===== config.mk =====
export PLATFORM = sky130hd
export DESIGN_NAME = uart_rx_sampler
export DESIGN_NICKNAME = d
export VERILOG_FILES = /design/src/rtl/uart_pkg.sv /design/src/rtl/uart_sync_edge.sv /design/src/rtl/uart_rx_sampler.sv
export SDC_FILE = /design/constraint.sdc
export NUM_CORES = 1
export LEC_CHECK = 0
export BUFFER_PORTS_ARGS = -buffer_cell sky130_fd_sc_hd__buf_2
export CORE_UTILIZATION = 50
export CTS_CLUSTER_DIAMETER = 30
export DETAILED_ROUTE_END_ITERATION = 12
export MAX_ROUTING_LAYER = met4
export PLACE_DENSITY = 0.8
export SLEW_MARGIN = 20
export SYNTH_ARGS = -nofsm -noshare
export SYNTH_HDL_FRONTEND = slang
export SYNTH_HIERARCHICAL = 1
export SYNTH_SLANG_ARGS = --single-unit
export TNS_END_PERCENT = 5

===== constraint.sdc =====
create_clock -name clk -period 3.8 [get_ports clk]
set_input_delay 0.76 -clock clk [delete_from_list [all_inputs] [get_ports clk]]
set_output_delay 0.76 -clock clk [all_outputs]
set_load 0.05 [all_outputs]

===== src/rtl/uart_pkg.sv =====
// Shared UART definitions: receiver/transmitter FSM states and default frame constants.
package uart_pkg;

  typedef enum logic [2:0] {
    IDLE,
    START,
    DATA,
    PARITY,
    STOP
  } uart_state_e;

  localparam int unsigned UART_OVERSAMPLE = 16;
  localparam int unsigned UART_DATA_BITS  = 8;

endpackage


===== src/rtl/uart_sync_edge.sv =====
// Two-flop synchroniser for an asynchronous level, plus a one-clk pulse on its synced rising edge.
module uart_sync_edge #(
  parameter logic RESET_VAL = 1'b0
) (
  input  logic clk,
  input  logic rst_n,
  input  logic d,
  output logic level,
  output logic rise
);

  logic [1:0] sync_q, sync_d;
  logic       prev_q, prev_d;

  always_comb begin
    sync_d = {sync_q[0], d};
    prev_d = sync_q[1];
  end

  always_ff @(posedge clk or negedge rst_n) begin
    if (!rst_n) begin
      sync_q <= {2{RESET_VAL}};
      prev_q <= RESET_VAL;
    end else begin
      sync_q <= sync_d;
      prev_q <= prev_d;
    end
  end

  assign level = sync_q[1];
  assign rise  = sync_q[1] & ~prev_q;

endmodule


===== src/rtl/uart_rx_sampler.sv =====
// UART receive sampler: oversampled start/data/stop sampling into a valid/ready holding register.
// Optional parity checking is compiled in with `define UART_RX_PARITY_EN.
module uart_rx_sampler
  import uart_pkg::*;
#(
  parameter int unsigned DATA_BITS  = UART_DATA_BITS,
  parameter int unsigned OVERSAMPLE = UART_OVERSAMPLE,
  parameter int unsigned STOP_BITS  = 1
) (
  input  logic                 clk,
  input  logic                 rst_n,
  input  logic                 EN,
  input  logic                 BCLK,
  input  logic                 RxD,
`ifdef UART_RX_PARITY_EN
  input  logic                 parity_odd,
  output logic                 rx_parity_err,
`endif
  output logic [DATA_BITS-1:0] rx_data,
  output logic                 rx_frame_err,
  output logic                 rx_valid,
  input  logic                 rx_ready,
  output logic                 overrun_err,
  output logic                 busy
);

  localparam int unsigned TW = $clog2(OVERSAMPLE);
  localparam int unsigned BW = $clog2(DATA_BITS + 1);
  localparam logic [TW-1:0] T_ONE     = TW'(1);
  localparam logic [TW-1:0] HALF_M1   = TW'(OVERSAMPLE / 2 - 1);
  localparam logic [TW-1:0] FULL_M1   = TW'(OVERSAMPLE - 1);
  localparam logic [BW-1:0] B_ONE     = BW'(1);
  localparam logic [BW-1:0] DATA_LAST = BW'(DATA_BITS - 1);
  localparam logic [BW-1:0] STOP_LAST = BW'(STOP_BITS - 1);

  logic tick, bclk_level_unused;
  logic rxd_s, rxd_rise_unused;

  uart_sync_edge #(.RESET_VAL(1'b0)) u_bclk_sync (
    .clk  (clk),
    .rst_n(rst_n),
    .d    (BCLK),
    .level(bclk_level_unused),
    .rise (tick)
  );

  uart_sync_edge #(.RESET_VAL(1'b1)) u_rxd_sync (
    .clk  (clk),
    .rst_n(rst_n),
    .d    (RxD),
    .level(rxd_s),
    .rise (rxd_rise_unused)
  );

  uart_state_e          state_q, state_d;
  logic [TW-1:0]        tick_cnt_q, tick_cnt_d;
  logic [BW-1:0]        bit_cnt_q, bit_cnt_d;
  logic [DATA_BITS-1:0] shift_q, shift_d;
  logic                 ferr_q, ferr_d;
  logic                 perr_q, perr_d;
  logic                 armed_q, armed_d;
  logic [DATA_BITS-1:0] data_q, data_d;
  logic                 frame_err_q, frame_err_d;
  logic                 parity_err_q, parity_err_d;
  logic                 valid_q, valid_d;
  logic                 overrun_q, overrun_d;
  logic                 commit, load;

  always_comb begin
    state_d    = state_q;
    tick_cnt_d = tick_cnt_q;
    bit_cnt_d  = bit_cnt_q;
    shift_d    = shift_q;
    ferr_d     = ferr_q;
    perr_d     = perr_q;
    armed_d    = armed_q;
    commit     = 1'b0;

    if (!EN) begin
      state_d    = IDLE;
      tick_cnt_d = '0;
      bit_cnt_d  = '0;
      armed_d    = 1'b0;
    end else if (tick) begin
      unique case (state_q)
        // A start edge only counts once the line has been seen high (break lockout).
        IDLE: begin
          if (rxd_s) begin
            armed_d = 1'b1;
          end else if (armed_q) begin
            state_d    = START;
            tick_cnt_d = T_ONE;
            armed_d    = 1'b0;
          end
        end
        START: begin
          if (tick_cnt_q == HALF_M1) begin
            if (rxd_s) begin
              state_d = IDLE;
            end else begin
              state_d    = DATA;
              tick_cnt_d = '0;
              bit_cnt_d  = '0;
              ferr_d     = 1'b0;
              perr_d     = 1'b0;
            end
          end else begin
            tick_cnt_d = tick_cnt_q + T_ONE;
          end
        end
        DATA: begin
          if (tick_cnt_q == FULL_M1) begin
            tick_cnt_d = '0;
            shift_d    = {rxd_s, shift_q[DATA_BITS-1:1]};
            if (bit_cnt_q == DATA_LAST) begin
              bit_cnt_d = '0;
`ifdef UART_RX_PARITY_EN
              state_d   = PARITY;
`else
              state_d   = STOP;
`endif
            end else begin
              bit_cnt_d = bit_cnt_q + B_ONE;
            end
          end else begin
            tick_cnt_d = tick_cnt_q + T_ONE;
          end
        end
`ifdef UART_RX_PARITY_EN
        PARITY: begin
          if (tick_cnt_q == FULL_M1) begin
            tick_cnt_d = '0;
            perr_d     = (^shift_q) ^ rxd_s ^ parity_odd;
            state_d    = STOP;
          end else begin
            tick_cnt_d = tick_cnt_q + T_ONE;
          end
        end
`endif
        STOP: begin
          if (tick_cnt_q == FULL_M1) begin
            tick_cnt_d = '0;
            ferr_d     = ferr_q | ~rxd_s;
            if (bit_cnt_q == STOP_LAST) begin
              commit    = 1'b1;
              state_d   = IDLE;
              bit_cnt_d = '0;
            end else begin
              bit_cnt_d = bit_cnt_q + B_ONE;
            end
          end else begin
            tick_cnt_d = tick_cnt_q + T_ONE;
          end
        end
        default: state_d = IDLE;
      endcase
    end
  end

  // A commit is accepted when the holder is empty or being drained this same cycle.
  always_comb begin
    load         = commit && (!valid_q || rx_ready);
    data_d       = load ? shift_q : data_q;
    frame_err_d  = load ? ferr_d : frame_err_q;
    parity_err_d = load ? perr_d : parity_err_q;
    valid_d      = load ? 1'b1 : (valid_q && !rx_ready);
    overrun_d    = commit && valid_q && !rx_ready;
  end

  always_ff @(posedge clk or negedge rst_n) begin
    if (!rst_n) begin
      state_q      <= IDLE;
      tick_cnt_q   <= '0;
      bit_cnt_q    <= '0;
      shift_q      <= '0;
      ferr_q       <= 1'b0;
      perr_q       <= 1'b0;
      armed_q      <= 1'b0;
      data_q       <= '0;
      frame_err_q  <= 1'b0;
      parity_err_q <= 1'b0;
      valid_q      <= 1'b0;
      overrun_q    <= 1'b0;
    end else begin
      state_q      <= state_d;
      tick_cnt_q   <= tick_cnt_d;
      bit_cnt_q    <= bit_cnt_d;
      shift_q      <= shift_d;
      ferr_q       <= ferr_d;
      perr_q       <= perr_d;
      armed_q      <= armed_d;
      data_q       <= data_d;
      frame_err_q  <= frame_err_d;
      parity_err_q <= parity_err_d;
      valid_q      <= valid_d;
      overrun_q    <= overrun_d;
    end
  end

  assign rx_data      = data_q;
  assign rx_frame_err = frame_err_q;
  assign rx_valid     = valid_q;
  assign overrun_err  = overrun_q;
  assign busy         = (state_q != IDLE);
`ifdef UART_RX_PARITY_EN
  assign rx_parity_err = parity_err_q;
`else
  logic parity_err_unused;
  assign parity_err_unused = parity_err_q;
`endif

endmodule


# Word-level counts from Yosys, hierarchy flattened
# Index checks and enable logic that the tools add are counted.
# totals
reg_bits	37
out_inout_bits	12
word_cells	97
input_bits	6
# classes
bitwise_logic	4
reduce_logical	16
addsub	2
n_eq_ne	19
n_mux	43
# op_table
cell	n
$mux 4	14
$mux 3	9
$ne 3x3->1 const B	8
$pmux 4 s3	2
$mux 1	15
$pmux 3 s4	1
$add 4x1->4 const B	2
$eq 4x3->1 const B	2
$reduce_and 8->1	1
$reduce_and 6->1	1
$reduce_and 5->1	1
$eq 4x4->1 const B	1
$logic_and 1x1->1	4
$logic_not 4->1	1
$ne 2x1->1 const B	2
$ne 4x1->1 const B	1
$ne 4x2->1 const B	1
$ne 4x4->1 const B	1
$reduce_and 4->1	1
$eq 3x1->1 const B	1
$eq 3x2->1 const B	1
$eq 3x3->1 const B	1
$logic_not 3->1	1
$reduce_bool 3->1	1
other kinds (9)	11

# Depth between registers and ports, before layout
# depth
ltp_word	8
mapped_depth	7
ltp_nobuf	7

# By module
# The synthesis kept the hierarchy.
# by_module_without_submodules
mod	area_each_um2	seq_area_each_um2	cells_per_inst	n_inst
uart_rx_sampler	1649.1	800.8	152	1
uart_sync_edge (u_rxd_sync)	92.6	78.8	4	1
uart_sync_edge (u_bclk_sync)	88.8	75.1	4	1

# Worst setup path after synthesis
# OpenSTA, ideal clock, no wires.
# synth_timing
kind	input to register
startpoint	input EN
endpoint	register tick_cnt_q[2]
path_slack_ns	1.889
t_required_ns	3.679
cell_stages	5
t_arrival_ns	1.790
path_buffers	0
path_cell_list	nand3_1 -> or3_1 -> o311ai_2 -> or4b_1 -> nand2_1
# synth_via
elab_chain_cells	2
word_cells_on_any_way	7
classes_between	eq/ne: 5; mux: 1; reduce/logical: 1
# synth_rtl
item	line	text
start, declared	uart_rx_sampler.sv:12	input logic EN,
$ne 4x4->1 (no source line), or another cell as far along	-	
$reduce_and 5->1 (no source line)	-	
end signal, assigned	uart_rx_sampler.sv:186	tick_cnt_q <= tick_cnt_d;
end, declared	uart_rx_sampler.sv:56	logic [TW-1:0] tick_cnt_q, tick_cnt_d;
# Several ways; a longest one is shown, not always the timed one.
# A chain may end at the register's enable or synchronous reset.

# Worst setup path in the final report
# layout_timing
startpoint	register bit_cnt_q[0]
endpoint	register data_q[5] (netlist: rx_data[5])
# layout_via
elab_chain_cells	7
# layout_rtl
item	line	text
start, declared	uart_rx_sampler.sv:57	logic [BW-1:0] bit_cnt_q, bit_cnt_d;
start signal, assigned	uart_rx_sampler.sv:187	bit_cnt_q <= bit_cnt_d;
$logic_not 4->1	uart_rx_sampler.sv:144	if (bit_cnt_q == STOP_LAST) begin
$mux 1	uart_rx_sampler.sv:144	
$mux 1	uart_rx_sampler.sv:141	if (tick_cnt_q == FULL_M1) begin
$mux 1	uart_rx_sampler.sv:85	unique case (state_q)
$mux 1	uart_rx_sampler.sv:84	end else if (tick) begin
$mux 1	uart_rx_sampler.sv:79	if (!EN) begin
$logic_and 1x1->1	uart_rx_sampler.sv:162	load = commit && (!valid_q || rx_ready);
end signal, assigned	uart_rx_sampler.sv:192	data_q <= data_d;
end, declared	uart_rx_sampler.sv:62	logic [DATA_BITS-1:0] data_q, data_d;
# No other way between the ends.

==> qor.csv <==
metric;value;unit
# setup viols final;0;
gr usage total;21.4;%
Slowest-stage cell, CP;nor2b_1;
Initial DRC Count;42;
Root Driver;clkbuf_4;
initial antenna violation count;0;
synthesized instance count;158;
worst setup path class;flop to flop;
Worst setup SP type;flop;
status;finished, final reports clean;
CTS buffer count;5;
period utilisation layout;66.4;%
worst-margin pin slew;0.785;ns
Port Buffers;17;
largest net degree at the start of global routing;38;
Overflow after GRT;0;
Via density;5.82;
Worst Hold Class;flop to flop;
crit path launch;bit_cnt_q[0];
initial core utilization;52.8;%
Post-Syn Nets;167;
Area Growth Syn to Fin;9.64;%
synthesized area;0.00179;mm2
CP Capture Type;flop;
H-tree levels;2;
Clock Skews;0.0130;ns
Req. time, crit path;4.04;ns
Worst path depth;6;
CP Data Arrival Time;2.76;ns
Final TNS setup;0;ns
first-pass GRT wire length;5590;um
Post-route DRC;0;
R2R Path End;rx_data[5];
via total after detailed routing;1287;
crit path to;rx_data[5];
Ant. Diodes;0;
worst reg2reg startpoint;bit_cnt_q[0];
Critical Path Fanout Max;9;
syn_area_per_cell;11.3;um2
layout cells sized above 1;29.1;%
I/O pin count;18;
clock edge transition at the registers on the reported setup and hold paths;0.11;ns
CTS tree;yes;
die height;61.8;um
WHS;0.362;ns
ANT nets after route;0;
Worst Reg-to-Reg Cells;6;
Hold Buf Count CTS;0;
clk sinks;37;
CP max stage delay;0.65;ns
Die Area;0.00382;mm2
clk_lat worst skew;0.35;ns
crit path time final;2.52;ns
Crit path max-delay family;simple AND/OR/NAND/NOR gates;
FILL cells;274;
HPWL after DPL;2340;um
Slew headroom;47.7;%
vias in the first global route;1200;
yosys warns;6;
Die W;61.8;um
Max-Cap Viols;0;
drt total wl;3300;um
Avg WL per Cell;14.9;um
PostCTS Resize Cnt;0;
Hold Fails Final Rpt;0;
max-slew violation count;0;
Setup Buffers After CTS;0;
Worst Path Buf+Inv;1;
Longest Clk Path Bufs;2;
PwrDens;368;mW/mm2
TritonRoute pass-1 iters;4;
Core ar.;0.00339;mm2
r2r setup slk;1.28;ns
Rows;21;
worst vdd ir;301;uV
gpl congestion;0.893;
FMAX;396;MHz
Lkg Pwr;0.946;nW
nets@finish;183;
RSZ-0062 raised after global routing;no;
CP cell instances;inv_1, ha_1, nor3b_1, nand4_1, nor2b_1, mux2_2;
where the power goes:
group	switching (mW)	internal [mW]
clock network	0.132	0.140
registers	0.00817	0.401
logic	0.0298	0.0124
total	0.170	0.553
state kept, by name, indices dropped and copies added, names as in the netlist, 2 cells and up:
name,flops
tick_cnt_q,4
rx_data,8
u_rxd_sync/sync_q,2
u_bclk_sync/sync_q,2
bit_cnt_q,4
shift_q,8
state_q,3
per-stage QoR:
step	cell area [um2]	std cells	power [mW]	worst slack, ns	util [%]
after floorplan	1790	158	0.443	1.89	-
after global placement	1880	213	0.456	1.20	55.5
after detailed placement	1880	213	0.459	1.07	55.5
after CTS	1960	221	0.733	1.26	57.9
after global routing	1960	221	0.755	1.11	57.9
final	1960	221	0.723	1.28	57.9
placed cells by master, fill, tap and decap left out, types with 4 or more instances in the layout:
master / n
dfrtp_1: 35
clkbuf_4: 5
buf_2: 17
o21ai_0: 12
nand2b_1: 4
nand2_1: 15
nor3_1: 4
inv_1: 5
mux2_2: 17
nand3_1: 14
nor2_1: 5
metal layers:
metal  global-route usage (%)  wire, um  up-vias
li1                         -         -      607
met1                     26.3      1400      634
met2                     32.7      1640       38
met3                     6.63       199        8
met4                     9.52        58        0
met5                        -         0        -
worst min-delay path by stage:
stage,to,cells after the start,start,slack [ns]
floorplan,u_bclk_sync/sync_q[1],0,u_bclk_sync/sync_q[0],0.33
global placement,u_bclk_sync/sync_q[1],0,u_bclk_sync/sync_q[0],0.34
detailed placement,u_rxd_sync/sync_q[1],0,u_rxd_sync/sync_q[0],0.35
CTS,u_rxd_sync/sync_q[1],0,u_rxd_sync/sync_q[0],0.36
global route,u_rxd_sync/sync_q[1],0,u_rxd_sync/sync_q[0],0.37
finish,u_rxd_sync/sync_q[1],0,u_rxd_sync/sync_q[0],0.36
cell type report:
class / count / area, um2 / share of cell area, %
clock buffers: 5 / 37.5 / 1.91
inverters: 5 / 18.8 / 0.956
clock inverters: 3 / 43.8 / 2.23
well taps: 46 / 57.6 / 2.93
repair buffers: 17 / 85.1 / 4.33
flip-flops and latches: 37 / 928 / 47.3
multi-input cells: 108 / 792 / 40.3
(Power assumes the default switching activity.)
